`src/rtl/reorder_buffer_pkg.sv`:
```
// Shared reorder-buffer definitions: entry type encodings and default index width.
// Imported by the instruction unit and the LSB as well as the ROB itself.
package reorder_buffer_pkg;

    localparam int unsigned ROB_WIDTH_DEFAULT = 4;

    typedef enum logic [1:0] {
        ROB_TYPE_REG    = 2'b00,
        ROB_TYPE_STORE  = 2'b01,
        ROB_TYPE_BRANCH = 2'b10
    } rob_type_e;

endpackage

```
`src/rtl/rob_query_port.sv`:
```
// Operand lookup into the reorder buffer with same-cycle CDB bypass.
// Purely combinational; instantiated once per operand read port.
module rob_query_port #(
    parameter int unsigned ROB_WIDTH = 4
) (
    input  logic [(1 << ROB_WIDTH)-1:0]       entryValid,
    input  logic [(1 << ROB_WIDTH)-1:0]       entryReady,
    input  logic [(1 << ROB_WIDTH)-1:0][31:0] entryValue,
    input  logic [ROB_WIDTH-1:0]              qryId,
    input  logic                              cdbValid,
    input  logic [ROB_WIDTH-1:0]              cdbId,
    input  logic [31:0]                       cdbValue,
    output logic                              qryReady,
    output logic [31:0]                       qryValue
);

    logic hit;

    always_comb begin
        hit      = cdbValid && (cdbId == qryId);
        qryReady = entryValid[qryId] && (entryReady[qryId] || hit);
        qryValue = hit ? cdbValue : entryValue[qryId];
    end

endmodule

```
`src/rtl/reorder_buffer.sv`:
```
// Circular in-order retirement queue: allocates on issue, completes from the CDB,
// retires one entry per cycle and flushes the pipeline on a branch mispredict.
module reorder_buffer
    import reorder_buffer_pkg::*;
#(
    parameter int unsigned ROB_WIDTH = ROB_WIDTH_DEFAULT
) (
    input  logic                 clockIn,
    input  logic                 resetIn,
    input  logic                 readyIn,
    input  logic                 issueValid,
    input  logic [1:0]           issueType,
    input  logic [4:0]           issueRd,
    input  logic                 issuePredTaken,
    output logic [ROB_WIDTH-1:0] issueId,
    output logic                 full,
    input  logic                 cdbValid,
    input  logic [ROB_WIDTH-1:0] cdbId,
    input  logic [31:0]          cdbValue,
    input  logic                 cdbJump,
    input  logic [31:0]          cdbTarget,
    input  logic [ROB_WIDTH-1:0] qry1Id,
    input  logic [ROB_WIDTH-1:0] qry2Id,
    output logic                 qry1Ready,
    output logic                 qry2Ready,
    output logic [31:0]          qry1Value,
    output logic [31:0]          qry2Value,
    output logic                 writeFlag,
    output logic [ROB_WIDTH-1:0] robId,
    output logic [4:0]           writeAddr,
    output logic [31:0]          writeValue,
    output logic                 storeCommit,
    output logic                 clearOut,
    output logic [31:0]          redirectPc
);

    localparam int unsigned DEPTH = 1 << ROB_WIDTH;
    localparam int unsigned CNT_W = ROB_WIDTH + 1;

    logic [DEPTH-1:0]       valid_q;
    logic [DEPTH-1:0]       ready_q;
    logic [DEPTH-1:0][31:0] value_q;
    logic [1:0]             type_q   [DEPTH];
    logic [4:0]             rd_q     [DEPTH];
    logic                   pred_q   [DEPTH];
    logic                   jump_q   [DEPTH];
    logic [31:0]            target_q [DEPTH];

    logic [ROB_WIDTH-1:0] head_q;
    logic [ROB_WIDTH-1:0] tail_q;
    logic [CNT_W-1:0]     count_q;

    logic       issue_fire;
    logic       commit_fire;
    logic       cdb_fire;
    logic       mispredict;
    logic [1:0] head_type;

    always_comb begin
        issueId     = tail_q;
        full        = (count_q == CNT_W'(DEPTH));
        issue_fire  = readyIn && issueValid && !full;
        head_type   = type_q[head_q];
        commit_fire = readyIn && valid_q[head_q] && ready_q[head_q];
        mispredict  = commit_fire && (head_type == ROB_TYPE_BRANCH)
                      && (jump_q[head_q] != pred_q[head_q]);
        cdb_fire    = readyIn && cdbValid && valid_q[cdbId];
    end

    always_ff @(posedge clockIn or negedge resetIn) begin
        if (!resetIn) begin
            valid_q     <= '0;
            ready_q     <= '0;
            value_q     <= '0;
            head_q      <= '0;
            tail_q      <= '0;
            count_q     <= '0;
            writeFlag   <= 1'b0;
            robId       <= '0;
            writeAddr   <= '0;
            writeValue  <= '0;
            storeCommit <= 1'b0;
            clearOut    <= 1'b0;
            redirectPc  <= '0;
            for (int i = 0; i < DEPTH; i++) begin
                type_q[i]   <= '0;
                rd_q[i]     <= '0;
                pred_q[i]   <= 1'b0;
                jump_q[i]   <= 1'b0;
                target_q[i] <= '0;
            end
        end else begin
            // Retirement outputs are single-cycle pulses; idle cycles drive zero.
            writeFlag   <= commit_fire && (head_type != ROB_TYPE_STORE);
            storeCommit <= commit_fire && (head_type == ROB_TYPE_STORE);
            robId       <= commit_fire ? head_q : '0;
            writeAddr   <= commit_fire ? rd_q[head_q] : '0;
            writeValue  <= commit_fire ? value_q[head_q] : '0;
            clearOut    <= mispredict;
            redirectPc  <= mispredict ? target_q[head_q] : '0;

            if (mispredict) begin
                valid_q <= '0;
                head_q  <= '0;
                tail_q  <= '0;
                count_q <= '0;
            end else begin
                if (cdb_fire) begin
                    ready_q[cdbId]  <= 1'b1;
                    value_q[cdbId]  <= cdbValue;
                    jump_q[cdbId]   <= cdbJump;
                    target_q[cdbId] <= cdbTarget;
                end
                // Issue after CDB so a completion aimed at a freshly allocated slot loses.
                if (issue_fire) begin
                    valid_q[tail_q] <= 1'b1;
                    ready_q[tail_q] <= 1'b0;
                    type_q[tail_q]  <= issueType;
                    rd_q[tail_q]    <= issueRd;
                    pred_q[tail_q]  <= issuePredTaken;
                    tail_q          <= tail_q + 1'b1;
                end
                if (commit_fire) begin
                    valid_q[head_q] <= 1'b0;
                    head_q          <= head_q + 1'b1;
                end
                if (issue_fire && !commit_fire) begin
                    count_q <= count_q + 1'b1;
                end else if (commit_fire && !issue_fire) begin
                    count_q <= count_q - 1'b1;
                end
            end
        end
    end

    rob_query_port #(
        .ROB_WIDTH (ROB_WIDTH)
    ) u_query1 (
        .entryValid (valid_q),
        .entryReady (ready_q),
        .entryValue (value_q),
        .qryId      (qry1Id),
        .cdbValid   (cdbValid),
        .cdbId      (cdbId),
        .cdbValue   (cdbValue),
        .qryReady   (qry1Ready),
        .qryValue   (qry1Value)
    );

    rob_query_port #(
        .ROB_WIDTH (ROB_WIDTH)
    ) u_query2 (
        .entryValid (valid_q),
        .entryReady (ready_q),
        .entryValue (value_q),
        .qryId      (qry2Id),
        .cdbValid   (cdbValid),
        .cdbId      (cdbId),
        .cdbValue   (cdbValue),
        .qryReady   (qry2Ready),
        .qryValue   (qry2Value)
    );

endmodule

```
`config.mk`:
```
export PLATFORM = sky130hd
export DESIGN_NAME = reorder_buffer
export DESIGN_NICKNAME = d
export VERILOG_FILES = /design/src/rtl/reorder_buffer_pkg.sv /design/src/rtl/rob_query_port.sv /design/src/rtl/reorder_buffer.sv
export SDC_FILE = /design/constraint.sdc
export NUM_CORES = 2
export LEC_CHECK = 0
export BUFFER_PORTS_ARGS = -buffer_cell sky130_fd_sc_hd__buf_2
export CAP_MARGIN = 20
export CORE_AREA = 2 2 331 415
export CTS_BUF_LIST = sky130_fd_sc_hd__clkbuf_4
export CTS_CLUSTER_SIZE = 28
export DETAILED_ROUTE_END_ITERATION = 16
export DIE_AREA = 0 0 333 417
export GPL_TIMING_DRIVEN = 0
export PLACE_DENSITY = 0.67
export SLEW_MARGIN = 20
export SYNTH_ARGS = -nofsm -noshare
export SYNTH_HDL_FRONTEND = slang
export SYNTH_SLANG_ARGS = --single-unit
```
`constraint.sdc`:
```
create_clock -name clockIn -period 4.7 [get_ports clockIn]
set_clock_uncertainty 0.1 [all_clocks]
set_input_delay 0.705 -clock clockIn [delete_from_list [all_inputs] [get_ports clockIn]]
set_output_delay 0.705 -clock clockIn [all_outputs]
set_load 0.02 [all_outputs]
```
==> impl_results.md <==
* FP Rows at 151
* Synth Area in XOR/XNOR at 0.254%
* Core footprint at 0.135 sq mm
* Final min period at 4.69 ns
* DP HPWL at 135000 um
* Flop pwr share at 40.5%
* Die area at 0.139 sq mm
* CP max stage cell: clkdlybuf4s15_1
* Net Sw Power at 12.2 mW
* Wirelength, routed at 202000 um
* WL/cell at 30.7 um
* # H-tree levels at 5
* Worst setup SP type: flop
* Final Slew Violations at 0
* Post-layout util at 57.3%
* CTS root buffer: clkbuf_4
* YS warnings at 0
* PortBufs at 228
* Syn Area/Cell at 17.4 sq um
* Number of flops mapped to enable cells by yosys at 0
* Fmax at 213 MHz
* Slew HR at 17.8%
* DIE WIDTH at 333 um
* Antenna viol nets, final at 0
* Share of layout cells above drive strength 1 at 59.7%
* Final net count at 4707
* Final Hold Viols at 0
* Post-route DRC violation count at 0
* Tightest Pin Transition at 1.23 ns
* Top delay family on crit path: buffers and inverters
* Sequential fraction of the synthesis area at 47.1%
* Clock power frac at 26.8%
* Most frequent cells in the layout: 1289 x dfrtp_1, 805 x mux2_2, 708 x mux4_2
* Crit-path max cell delay at 1.03 ns
* Vias per cell at 6.35
* Clk Latency, worst-skew pair at 1.34 ns
* Synthesis-to-layout area growth at 12.9%
* Yosys reg bits at 1289
* Design area at 0.0772 sq mm
* Commonest non-fill, non-tap cell in the layout: dfrtp_1
* Total Routing Usage GR at 29.7%
* Power, Total at 36.8 mW
* Max Cap Viol at 0
* CTS tree: yes
* CP required at 5.79 ns
* Synth Area in Simple Gates at 1.85%
* Ys flop type: dfrtp_1
* Post-Synth Adder-Cell Area at 0.249%
* Largest family of logic cells by synthesized area: multiplexers
* Worst-path clk slew at 0.07 ns
* Vias in the first global route at 44.9k
* Die height at 417 um
* Worst VDD drop at 270 uV
* DR top layer: met5
* Total gr overflow at 0
* Crit path cell chain: buf_2 -> buf_2 -> clkbuf_2 -> clkdlybuf4s15_1 -> clkdlybuf4s15_1 -> mux4_2 -> mux4_2 -> and2_1
* Mapped Area at 0.0684 sq mm
* Vias at 41.8k
* Initial antenna violation count at 18
* Post-synth top area cell: dfrtp_1
* Gate Count Post-Synth at 3930
* Critical path type: reg2reg
* Setup tns final at 0 ns
* Final Non-Filler Cells at 6588
* Crit path DAT at 5.79 ns
* Initial Util at 50.7%
* First-pass GRT wire length at 300000 um
* Setup crit end kind: flop
* Yosys cell types at 54
* Crit share post-route at 99.9%
* Crit-path max FO at 10
* CTS Buffer Depth at 4
* Async set or reset register ratio after synthesis at 100%
* Final setup violation count at 0
* Combinational share of power at 32.7%
* Outcome: finished clean
* DRT Pass-1 Iters at 7
* Post-synthesis compound-gate area fraction at 0.856%
* Total nets after synthesis at 4033
* Area after DPL at 0.0721 sq mm
* CP bufs+invs at 5
* Metal2 WL at 98900 um
* Largest net degree at the start of global routing at 138
* IO Count at 237
* Leak at 37.0 nW
* Placer Congestion at 0.880
* DR iter-0 viols at 3607
* Mux contribution to synthesized area at 45.8%
* CTS Buf Count at 349
* P_int at 24.6 mW
* Power Density at 477 mW/mm^2
* Yosys top cell area share at 47.1%
* Metal-1 WL at 79100 um
* Sw Ratio at 33.3%
* Placed insts at 5930
* WL met3 at 14700 um
* Ranking of synthesized cells by area: dfrtp_1 47%, mux4_2 23%, mux2_2 13%
* TritonCTS sink count at 1289
* Hold Path Class: in2reg
final cells by class:
| type | instances | area [sq um] |
|---|---|---|
| inverter | 25 | 93.8 |
| multi-input combinational | 2230 | 33500 |
| clock buffer | 489 | 3670 |
| buffer | 384 | 2660 |
| sequential | 1289 | 32300 |
| timing repair buffer | 325 | 2310 |
| clock inverter | 79 | 469 |
| antenna | 8 | 20.0 |
| fill | 10700 | 57700 |
| tap | 1759 | 2200 |
registers in the layout, indices dropped and copies added, names as in the netlist, 16 cells and up:
signal	count
writeValue	32
jump_q	16
pred_q	16
ready_q	16
value_q	512
rd_q	80
type_q	32
target_q	512
redirectPc	32
valid_q	16
worst register-to-register path, delay by kind of cell, from the launching register on:
kind / cells / cell delay [ns]
buffers and inverters: 5 / 2.97
flip-flops: 1 / 0.39
multiplexers: 2 / 0.95
AND/OR/NAND/NOR: 1 / 0.18
stage by stage:
| step | hold slack (ns) | setup slack (ns) |
|---|---|---|
| after floorplan | 0.309 | 0.770 |
| after detailed placement | 0.380 | -0.713 |
| after global routing | 0.0901 | -0.00633 |
| after global placement | 0.368 | -26.01 |
| final | 0.116 | 0.00669 |
| after CTS | 0.00354 | 0.00192 |
what timing repair did:
action,CTS,global route
hold buffers,79,0
buffers inserted,2,0
resized for setup,11,10
endpoints found under the hold margin,1665,0
pin swaps,1,0
endpoints found under the setup margin,453,11
kinds of logic (layout without fill, tap and decap cells):
kind of cell	after synthesis	count (layout)
other	0	8
multiplexers	1947	1947
XOR/XNOR	19	19
adder cells (fa/ha/maj)	13	13
buffers and inverters	411	1302
flip-flops	1289	1289
AO/OA/AOI/OAI	78	78
AND/OR/NAND/NOR	173	173
per-layer routing:
metal  track usage (%)  vias to the layer above
li1                  -                    16900
met1              38.3                    22500
met2              48.2                     1851
met3              6.75                      524
met4              13.5                       12
met5                 0                        -
power groups by stage:
stage,sequential [mW],combinational (mW),clock [mW]
floorplan,14.6,8.38,0
global placement,14.9,11.7,0
detailed placement,15.0,11.9,0
CTS,14.9,12.0,10.1
global route,15.2,12.6,10.7
finish,14.9,12.0,9.87
cell usage after synthesis (all sizes together) (12+ instances only):
master and n:
dfrtp 1289, mux2 1234, mux4 708, clkbuf 198, buf 188, and2 40
and3 34, nor2 27, inv 25, nand4 19, nand3 18, a31oi 17
a21boi 16, a311oi 16, nand2 15, ha 12
final timing paths:
check | depth (start not counted) | to | from | slack [ns]
min | 3 | target_q[101]$_DFFE_PN0P_ | cdbTarget[5] | 0.12
max | 8 | writeValue[16]$_DFF_PN0_ | head_q[1]$_DFFE_PN0P_ | 0.007
min reg2reg | 1 | target_q[483]$_DFFE_PN0P_ | target_q[483]$_DFFE_PN0P_ | 0.39
max reg2reg | 8 | writeValue[16]$_DFF_PN0_ | head_q[1]$_DFFE_PN0P_ | 0.007
max in group asynchronous | 7 | target_q[231]$_DFFE_PN0P_ | resetIn | 1.48
min in group asynchronous | 4 | value_q[110]$_DFFE_PN0P_ | resetIn | 0.58
No activity file was read; power rests on OpenSTA's default activity.
